==> config.mk <==
export PLATFORM = sky130hd
export DESIGN_NAME = mult
export DESIGN_NICKNAME = d
export VERILOG_FILES = /design/src/rtl/mult_pkg.sv /design/src/rtl/booth_step.sv /design/src/rtl/mult.sv
export SDC_FILE = /design/constraint.sdc
export NUM_CORES = 1
export LEC_CHECK = 0
export ABC_AREA = 1
export CAP_MARGIN = 5
export CORE_MARGIN = 2
export CORE_UTILIZATION = 52
export CTS_BUF_LIST = sky130_fd_sc_hd__clkbuf_8
export DETAILED_ROUTE_END_ITERATION = 6
export GPL_TIMING_DRIVEN = 1
export PLACE_DENSITY_LB_ADDON = 0.2
export SETUP_SLACK_MARGIN = 0.5
export SYNTH_ARGS = -nofsm -noshare
export SYNTH_HDL_FRONTEND = slang
export SYNTH_SLANG_ARGS = --single-unit
==> constraint.sdc <==
create_clock -name clk -period 5.7 [get_ports clk]
set_input_delay 0.855 -clock clk [delete_from_list [all_inputs] [get_ports clk]]
set_output_delay 0.855 -clock clk [all_outputs]
set_load 0.02 [all_outputs]
==> src/rtl/mult_pkg.sv <==
// Shared constants and state type for the sequential multiplier (and the divider's width).
package mult_pkg;

  localparam int unsigned MULT_W     = 32;
  localparam int unsigned MULT_STEPS = 32;
  localparam int unsigned CNT_W      = $clog2(MULT_STEPS);
  localparam int unsigned M_W        = MULT_W + 1;
  localparam int unsigned P_W        = 2 * MULT_W + 2;

  typedef enum logic [1:0] {IDLE, RUN, DONE} state_t;

endpackage

==> src/rtl/booth_step.sv <==
// One radix-2 Booth step: conditional add/subtract of M into the upper 33 bits of P,
// then arithmetic shift right of the whole 66-bit P.
module booth_step
  import mult_pkg::*;
(
  input  logic [P_W-1:0] p,
  input  logic [M_W-1:0] m,
  output logic [P_W-1:0] p_next
);

  logic [M_W-1:0] acc;
  logic [M_W-1:0] sum;

  assign acc = p[P_W-1:MULT_W+1];

  always_comb begin
    sum = acc;
    unique case (p[1:0])
      2'b01:   sum = acc + m;
      2'b10:   sum = acc - m;
      default: sum = acc;
    endcase
  end

  assign p_next = {sum[M_W-1], sum, p[MULT_W:1]};

endmodule

==> src/rtl/mult.sv <==
// Sequential signed 32x32 Booth multiplier with start/done handshake.
// Optional build macro MULT_ZERO_SKIP_EN finishes zero-operand requests in one cycle.
module mult
  import mult_pkg::*;
(
  input  logic              clk,
  input  logic              reset,
  input  logic              start,
  input  logic [MULT_W-1:0] A,
  input  logic [MULT_W-1:0] B,
  output logic [MULT_W-1:0] hi,
  output logic [MULT_W-1:0] lo,
  output logic              busy,
  output logic              done
);

  state_t             state_q, state_d;
  logic [P_W-1:0]     p_q, p_d;
  logic [M_W-1:0]     m_q, m_d;
  logic [CNT_W-1:0]   cnt_q, cnt_d;
  logic [MULT_W-1:0]  hi_q, hi_d;
  logic [MULT_W-1:0]  lo_q, lo_d;
  logic [P_W-1:0]     p_step;

  booth_step u_booth_step (
    .p      (p_q),
    .m      (m_q),
    .p_next (p_step)
  );

  always_comb begin
    state_d = state_q;
    p_d     = p_q;
    m_d     = m_q;
    cnt_d   = cnt_q;
    hi_d    = hi_q;
    lo_d    = lo_q;
    unique case (state_q)
      IDLE: begin
        if (start) begin
`ifdef MULT_ZERO_SKIP_EN
          if ((A == '0) || (B == '0)) begin
            state_d = DONE;
            hi_d    = '0;
            lo_d    = '0;
          end else begin
            state_d = RUN;
            m_d     = {A[MULT_W-1], A};
            p_d     = {{M_W{1'b0}}, B, 1'b0};
            cnt_d   = '0;
          end
`else
          state_d = RUN;
          m_d     = {A[MULT_W-1], A};
          p_d     = {{M_W{1'b0}}, B, 1'b0};
          cnt_d   = '0;
`endif
        end
      end
      RUN: begin
        p_d   = p_step;
        cnt_d = cnt_q + 1'b1;
        if (cnt_q == CNT_W'(MULT_STEPS - 1)) begin
          state_d      = DONE;
          {hi_d, lo_d} = p_step[2*MULT_W:1];
        end
      end
      DONE: state_d = IDLE;
      default: state_d = IDLE;
    endcase
  end

  always_ff @(posedge clk or posedge reset) begin
    if (reset) begin
      state_q <= IDLE;
      p_q     <= '0;
      m_q     <= '0;
      cnt_q   <= '0;
      hi_q    <= '0;
      lo_q    <= '0;
    end else begin
      state_q <= state_d;
      p_q     <= p_d;
      m_q     <= m_d;
      cnt_q   <= cnt_d;
      hi_q    <= hi_d;
      lo_q    <= lo_d;
    end
  end

  // Status decodes straight from state so an async reset clears them without a clock.
  assign busy = (state_q == RUN) || (state_q == DONE);
  assign done = (state_q == DONE);
  assign hi   = hi_q;
  assign lo   = lo_q;

endmodule

# Word level (Yosys, flattened, before mapping)
# Cells that the tools add are included.
classes:
  n_addsub: 3
  mul: 0
  n_div: 0
  magnitude_cmp: 0
  n_eq_ne: 7
  shift: 0
  n_mux: 8
  bitwise: 0
  n_reduce_logical: 7
op_table:
  columns: ["operator", "n"]
  rows:
  - ["66-bit case mux with 2 select lines", 1]
  - ["66-bit two-way mux", 1]
  - ["33-bit case mux with 2 select lines", 1]
  - ["33-bit adder", 1]
  - ["33-bit subtractor", 1]
  - ["5-bit case mux with 2 select lines", 1]
  - ["2-bit AND reduction", 4]
  - ["5-bit by 1-bit adder with 5-bit output (second input constant)", 1]
  - ["5-bit == test (second input constant)", 1]
  - ["5-bit two-way mux", 1]
  - ["2-bit by 1-bit == test with 1-bit output (second input constant)", 2]
  - ["2-bit == test (second input constant)", 2]
  - ["2-bit two-way mux", 2]
  - ["2-bit inequality test (second input constant)", 2]
  - ["2-bit case mux with 2 select lines", 1]
  - ["2-bit zero test", 1]
  - ["2-bit nonzero test", 1]
  - ["1-bit logical OR", 1]
word_totals:
  register_bits: 169
  latchBits: 0
  mem_bits_rw: 0
  mem_bits_ro: 0
  input_bits: 67
  out_inout_bits: 66
  wordCells: 31
  n_memories: 0

# Logic depth before layout (Yosys ltp)
logic_depth:
  word_depth: 3
  mapped_depth: 26
  depth_no_buf: 26

# Hierarchy
# From an unflattened synthesis, not the netlist that was laid out.
unflattened:
  cells_unflattened: 1605
  area_unflattened_um2: 10998.0
modules_own_cells:
  columns: ["mod", "n_inst", "cells_per_inst", "area_per_inst_um2"]
  rows:
  - ["mult", 1, 743, 6809.0]
  - ["booth_step", 1, 862, 4189.0]

# Least setup slack after synthesis
# OpenSTA, ideal clock, no wires.
synth_path:
  path_type: "reg-to-reg"
  from: "register m_q[0]"
  to: "register hi_q[31], in the netlist hi[31]"
  arrival_ns: 2.683
  t_required_ns: 5.583
  slack_ns: 2.901
  path_stages_with_launch: 25
  n_path_buf: 0
  path_cell_list: "dfrtp_1 inv_2 ha_1 nand2_1 nor2_2 inv_2 nor2_4 nand3_2 nor3_4 nor2_1 xor2_1 ha_1 nand2_1 inv_1 nand2_1 and2_1 nand2_1 a21oi_1 nand2_2 inv_2 nand3_1 nand3_1 nand2_1 nand2_1 nand2_1"
synth_via:
  elab_chain_cells: 2
synth_rtl:
  columns: ["item", "line", "rtl"]
  rows:
  - ["from (decl)", "mult.sv:19", "logic [M_W-1:0] m_q, m_d;"]
  - ["from (signal assigned)", "mult.sv:84", "m_q <= m_d;"]
  - ["33-bit subtractor or 33-bit adder (tied branches)", "booth_step.sv:20, booth_step.sv:19", null]
  - ["33-bit case mux with 2 select lines (*)", "booth_step.sv:18", "unique case (p[1:0])"]
  - ["to (signal assigned)", "mult.sv:86", "hi_q <= hi_d;"]
  - ["to (decl)", "mult.sv:21", "logic [MULT_W-1:0] hi_q, hi_d;"]
# Mark *: on every way between the ends. The rest lies on a longest branch, timed or not.
# A chain may end at the register's enable or synchronous reset.

# Worst setup path after layout
layout_path:
  from: "register p_q[0]"
  to: "register p_q[64]"
layout_via:
  elab_chain_cells: 3
layout_rtl:
  columns: ["item", "line", "rtl"]
  rows:
  - ["from (decl)", "mult.sv:18", "logic [P_W-1:0] p_q, p_d;"]
  - ["from (signal assigned)", "mult.sv:83", "p_q <= p_d;"]
  - ["2-bit == test or 2-bit by 1-bit == test with 1-bit output (tied branches)", "booth_step.sv:18", null]
  - ["33-bit case mux with 2 select lines (*)", "booth_step.sv:18", null]
  - ["66-bit case mux with 2 select lines (*)", "mult.sv:38", "unique case (state_q)"]
# Marks and branches as above.

==> run_summary.xml <==
<?xml version="1.0" encoding="UTF-8"?>
<metrics>
  <group name="status">
    <metric name="status" unit="">finished, final reports clean</metric>
  </group>
  <group name="hold_path">
    <metric name="min_path_type" unit="">flop to flop</metric>
  </group>
  <group name="clock_tree">
    <metric name="root_buffer" unit="">sky130_fd_sc_hd__clkbuf_8</metric>
    <metric name="cts_hold_buffers" unit="">0</metric>
    <metric name="ctsHtreeMaxLevel" unit="">4</metric>
    <metric name="cts.repair.resized" unit="">0</metric>
    <metric name="cts.sinks" unit="">168</metric>
    <metric name="clk-insertion-delay-late" unit="ps">480</metric>
    <metric name="clkSlewWorstSetupHoldPaths" unit="ps">100</metric>
    <metric name="tritoncts.num_buffers" unit="">17</metric>
    <metric name="post-cts-setup-buffers" unit="">0</metric>
    <metric name="cts_tree" unit="">done</metric>
    <metric name="cts_buffer_depth" unit="">2</metric>
  </group>
  <group name="worst_setup_path">
    <metric name="worst_ep_required_time" unit="ps">6070</metric>
    <metric name="timing.critical_path.to" unit="">p_q[64]$_DFFE_PP0P_</metric>
    <metric name="timing.rr.start" unit="">p_q[0]$_DFFE_PP0P_</metric>
    <metric name="ff2ff_path_depth" unit="">18</metric>
    <metric name="r2r_setup_slack" unit="ps">1950</metric>
    <metric name="worst_ep_arrival_time" unit="ps">4110</metric>
    <metric name="critPathMaxFanout" unit="">19</metric>
    <metric name="timing.critical_path.cells" unit="">inv_1 &gt; ha_1 &gt; inv_1 &gt; o21ai_1 &gt; xor2_1 &gt; inv_1 &gt; ha_1 &gt; nand2_1 &gt; nor2_1 &gt; nand2_1 &gt; nand2_1 &gt; a21oi_1 &gt; nand2_2 &gt; nand3_1 &gt; nand3_1 &gt; nand2_1 &gt; nand2_1 &gt; nand2_1</metric>
    <metric name="critPathMostFrequentCell" unit="">sky130_fd_sc_hd__nand2_1</metric>
    <metric name="setup.worst_path.start_class" unit="">flop</metric>
    <metric name="critical_path.endpoint_type" unit="">flop</metric>
    <metric name="crit_path_class" unit="">flop to flop</metric>
    <metric name="slowest_delay" unit="ps">610</metric>
    <metric name="startpoint" unit="">p_q[0]$_DFFE_PP0P_</metric>
    <metric name="rr_endpoint" unit="">p_q[64]$_DFFE_PP0P_</metric>
    <metric name="critical_path.slowest_cell" unit="">sky130_fd_sc_hd__ha_1</metric>
  </group>
  <group name="logic_synthesis">
    <metric name="synth_top_family_by_area" unit="">simple AND/OR/NAND/NOR gates</metric>
    <metric name="synth_fa_ha_area_frac" unit="">0.0511</metric>
    <metric name="synth_cell_area" unit="um2">9940</metric>
    <metric name="ys_top_cells_by_area" unit="">sky130_fd_sc_hd__dfrtp_1 42%, sky130_fd_sc_hd__nand2_1 15%, sky130_fd_sc_hd__inv_1 5.9%</metric>
    <metric name="synth_top_flop_cell" unit="">sky130_fd_sc_hd__dfrtp_1</metric>
    <metric name="synth_sequential_area_ratio" unit="">0.423</metric>
    <metric name="ys_types" unit="">46</metric>
    <metric name="mappedNetlistNets" unit="">1442</metric>
    <metric name="syn_area_per_cell" unit="um2">7.45</metric>
    <metric name="yosysWarnings" unit="">0</metric>
    <metric name="postSynthRegisterBits" unit="">168</metric>
    <metric name="synth-edff-count" unit="">0</metric>
    <metric name="yosys.area.top_type_share" unit="">0.423</metric>
    <metric name="postSynth.asyncResetShare" unit="">1.00</metric>
    <metric name="post_synth_inst_count" unit="">1335</metric>
    <metric name="synth_mux_area_frac" unit="">0.0132</metric>
    <metric name="yosys.area_share.simple" unit="">0.255</metric>
    <metric name="yosys.area_share.xor_xnor" unit="">0.0326</metric>
    <metric name="compound_gate_portion_of_the_synthesized_area" unit="">0.142</metric>
    <metric name="yosys.area.top_type" unit="">sky130_fd_sc_hd__dfrtp_1</metric>
  </group>
  <group name="pwr">
    <metric name="max-vdd-ir-drop" unit="uV">328</metric>
    <metric name="p_per_area" unit="nW/um2">626</metric>
    <metric name="static-leakage-power" unit="nW">5.91</metric>
  </group>
  <group name="flow_run">
    <metric name="timing.max_cap.violations" unit="">0</metric>
  </group>
  <group name="timing">
    <metric name="setup_viol" unit="">0</metric>
    <metric name="rsz0062_at_grt" unit="">false</metric>
    <metric name="fin_tns_setup" unit="ps">0</metric>
    <metric name="max_slew_vio_count" unit="">0</metric>
    <metric name="worst-slew-pin-transition" unit="ps">1150</metric>
    <metric name="timing.clock.skew" unit="ps">20.8</metric>
    <metric name="timing.fmax" unit="MHz">267</metric>
    <metric name="hold_viol_final" unit="">0</metric>
    <metric name="post-route-min-period" unit="ps">3750</metric>
    <metric name="timing.slew.headroom" unit="">0.234</metric>
    <metric name="final.period_utilization" unit="">0.658</metric>
  </group>
  <group name="layout">
    <metric name="finish.utilization" unit="">0.633</metric>
    <metric name="layout.cells.non_filler" unit="">1691</metric>
    <metric name="ratio_of_cells_with_drive_above_1_in_the_final_layout" unit="">0.0639</metric>
    <metric name="fin_nets" unit="">1550</metric>
    <metric name="layout.cell_area.non_filler" unit="um2">11800</metric>
    <metric name="signed_area_change_from_the_synthesized_netlist_to_the_final_layout" unit="%">19.1</metric>
  </group>
  <group name="global_route">
    <metric name="grt_pass1_wl" unit="um">42600</metric>
    <metric name="grt_antenna_before_repair" unit="">1</metric>
    <metric name="global_route.overflow_total" unit="">0</metric>
    <metric name="grt_pass1_vias" unit="">8487</metric>
    <metric name="grt_start_max_net_pins" unit="">169</metric>
    <metric name="grt_util_all_layers" unit="">0.266</metric>
  </group>
  <group name="floorplanning">
    <metric name="die_x" unit="um">142</metric>
    <metric name="num_rows" unit="">50</metric>
    <metric name="chipHeight" unit="um">142</metric>
    <metric name="dieArea" unit="um2">20200</metric>
    <metric name="pin_count" unit="">133</metric>
    <metric name="initial_core_util" unit="">0.531</metric>
    <metric name="core_region_area" unit="um2">18700</metric>
  </group>
  <group name="placed_design">
    <metric name="hpwl" unit="um">19000</metric>
    <metric name="port_buffers" unit="">132</metric>
    <metric name="postPlaceCellArea" unit="um2">11400</metric>
    <metric name="gp_congestion" unit="">0.967</metric>
    <metric name="cells_after_dpl" unit="">1658</metric>
  </group>
  <group name="route">
    <metric name="routedWlPerCell" unit="um">15.3</metric>
    <metric name="ant_nets" unit="">0</metric>
    <metric name="route.detailed.vias_per_inst" unit="">5.30</metric>
    <metric name="remaining_drc_errors" unit="">0</metric>
    <metric name="drtIter0Drc" unit="">654</metric>
    <metric name="wl" unit="um">25900</metric>
    <metric name="vias" unit="">8957</metric>
    <metric name="drt_pass1_iterations" unit="">6</metric>
  </group>
</metrics>
-- metrics by stage --
step / setup slack, ps / hold slack (ps) / power, W
2_1_floorplan: 2700 / 468 / 0.00534
3_3_place_gp: 2020 / 463 / 0.00642
3_5_place_dp: 1980 / 465 / 0.00651
4_1_cts: 1980 / 491 / 0.00740
5_1_grt: 1450 / 505 / 0.00816
6_report: 1950 / 487 / 0.00741
-- layout make-up --
type,count,area [um2]
Fill cell,1711,6870
Multi-Input combinational cell,948,4920
Sequential cell,168,4200
Timing Repair Buffer,138,1380
Inverter,170,642
Tap cell,234,293
Clock buffer,18,248
Clock inverter,14,150
Antenna cell,1,2.50
-- synth_stat cells, drive strengths merged (5+ instances only) --
library cell and count:
nand2 396, inv 169, dfrtp 168, o21ai 133
nor2 117, nand3 62, a21oi 59, ha 39
o211ai 34, xor2 32, clkbuf 30, buf 19
mux2 9, nand4 9, nor3 7, or2 7
o21bai 6, o22ai 5, xnor2 5
-- critical path, delay by kind of cell, from the launching register on --
family                   cells  cell delay, ps
buffers and inverters        3             610
XOR/XNOR                     1             180
flip-flops                   1             370
AND/OR/NAND/NOR             10            1200
adder cells (fa/ha/maj)      2             970
AO/OA/AOI/OAI                2             310
-- report_power, final --
group / switching (W) / internal, W / leakage (nW)
Combinational: 0.00316 / 0.00159 / 3.55
Sequential: 0.000252 / 0.00154 / 2.16
Clock: 0.000538 / 0.000342 / 0.201
Total: 0.00395 / 0.00347 / 5.91
-- kinds of logic after synthesis --
family	count (synthesis)
DFF	168
xor gates and xnor gates	37
AOI/OAI and AO/OA	249
adders and majority gates	40
and+or+nand+nor	610
muxes	12
buffers and inverters	219
-- worst min-delay path by stage --
stage	end	depth (start not counted)	start
CTS	hi[16]$_DFFE_PP0P_	2	hi[16]$_DFFE_PP0P_
global route	hi[11]$_DFFE_PP0P_	2	hi[11]$_DFFE_PP0P_
floorplan	cnt_q[0]$_DFFE_PP0P_	1	cnt_q[0]$_DFFE_PP0P_
detailed placement	hi[22]$_DFFE_PP0P_	2	hi[22]$_DFFE_PP0P_
finish	hi[21]$_DFFE_PP0P_	2	hi[21]$_DFFE_PP0P_
global placement	hi[16]$_DFFE_PP0P_	2	hi[16]$_DFFE_PP0P_
-- state kept, by name, indices dropped and copies added (netlist names) --
name     cells
p_q         65
cnt_q        5
m_q         32
lo          32
state_q      2
hi          32
-- cells in the final DEF (no fill, tap or decap), types with 4 or more instances in the layout --
cell type and count:
sky130_fd_sc_hd__a21oi_1 57, sky130_fd_sc_hd__a31oi_1 4, sky130_fd_sc_hd__buf_4 5, sky130_fd_sc_hd__clkbuf_8 18, sky130_fd_sc_hd__clkdlybuf4s50_1 132, sky130_fd_sc_hd__dfrtp_1 168, sky130_fd_sc_hd__ha_1 38, sky130_fd_sc_hd__inv_1 156
sky130_fd_sc_hd__inv_2 12, sky130_fd_sc_hd__inv_6 5, sky130_fd_sc_hd__inv_8 4, sky130_fd_sc_hd__mux2_2 9, sky130_fd_sc_hd__nand2_1 388, sky130_fd_sc_hd__nand2_2 7, sky130_fd_sc_hd__nand3_1 60, sky130_fd_sc_hd__nand4_1 9
sky130_fd_sc_hd__nor2_1 110, sky130_fd_sc_hd__nor2_2 5, sky130_fd_sc_hd__nor3_1 5, sky130_fd_sc_hd__o211ai_1 34, sky130_fd_sc_hd__o21ai_0 98, sky130_fd_sc_hd__o21ai_1 30, sky130_fd_sc_hd__o21ai_2 4, sky130_fd_sc_hd__o21bai_1 6
sky130_fd_sc_hd__o22ai_1 5, sky130_fd_sc_hd__or2_2 4, sky130_fd_sc_hd__xnor2_1 5, sky130_fd_sc_hd__xor2_1 32
-- routing by layer --
layer | global-route usage | vias up | part of all wire
met2 | 0.420 | 223 | 0.46
met4 | 0.0689 | 0 | 0.016
met5 | 0 | - | 0
li1 | - | 4501 | -
met1 | 0.379 | 4203 | 0.47
met3 | 0.0495 | 30 | 0.053
Note: power is estimated with default switching activity, not from simulation.
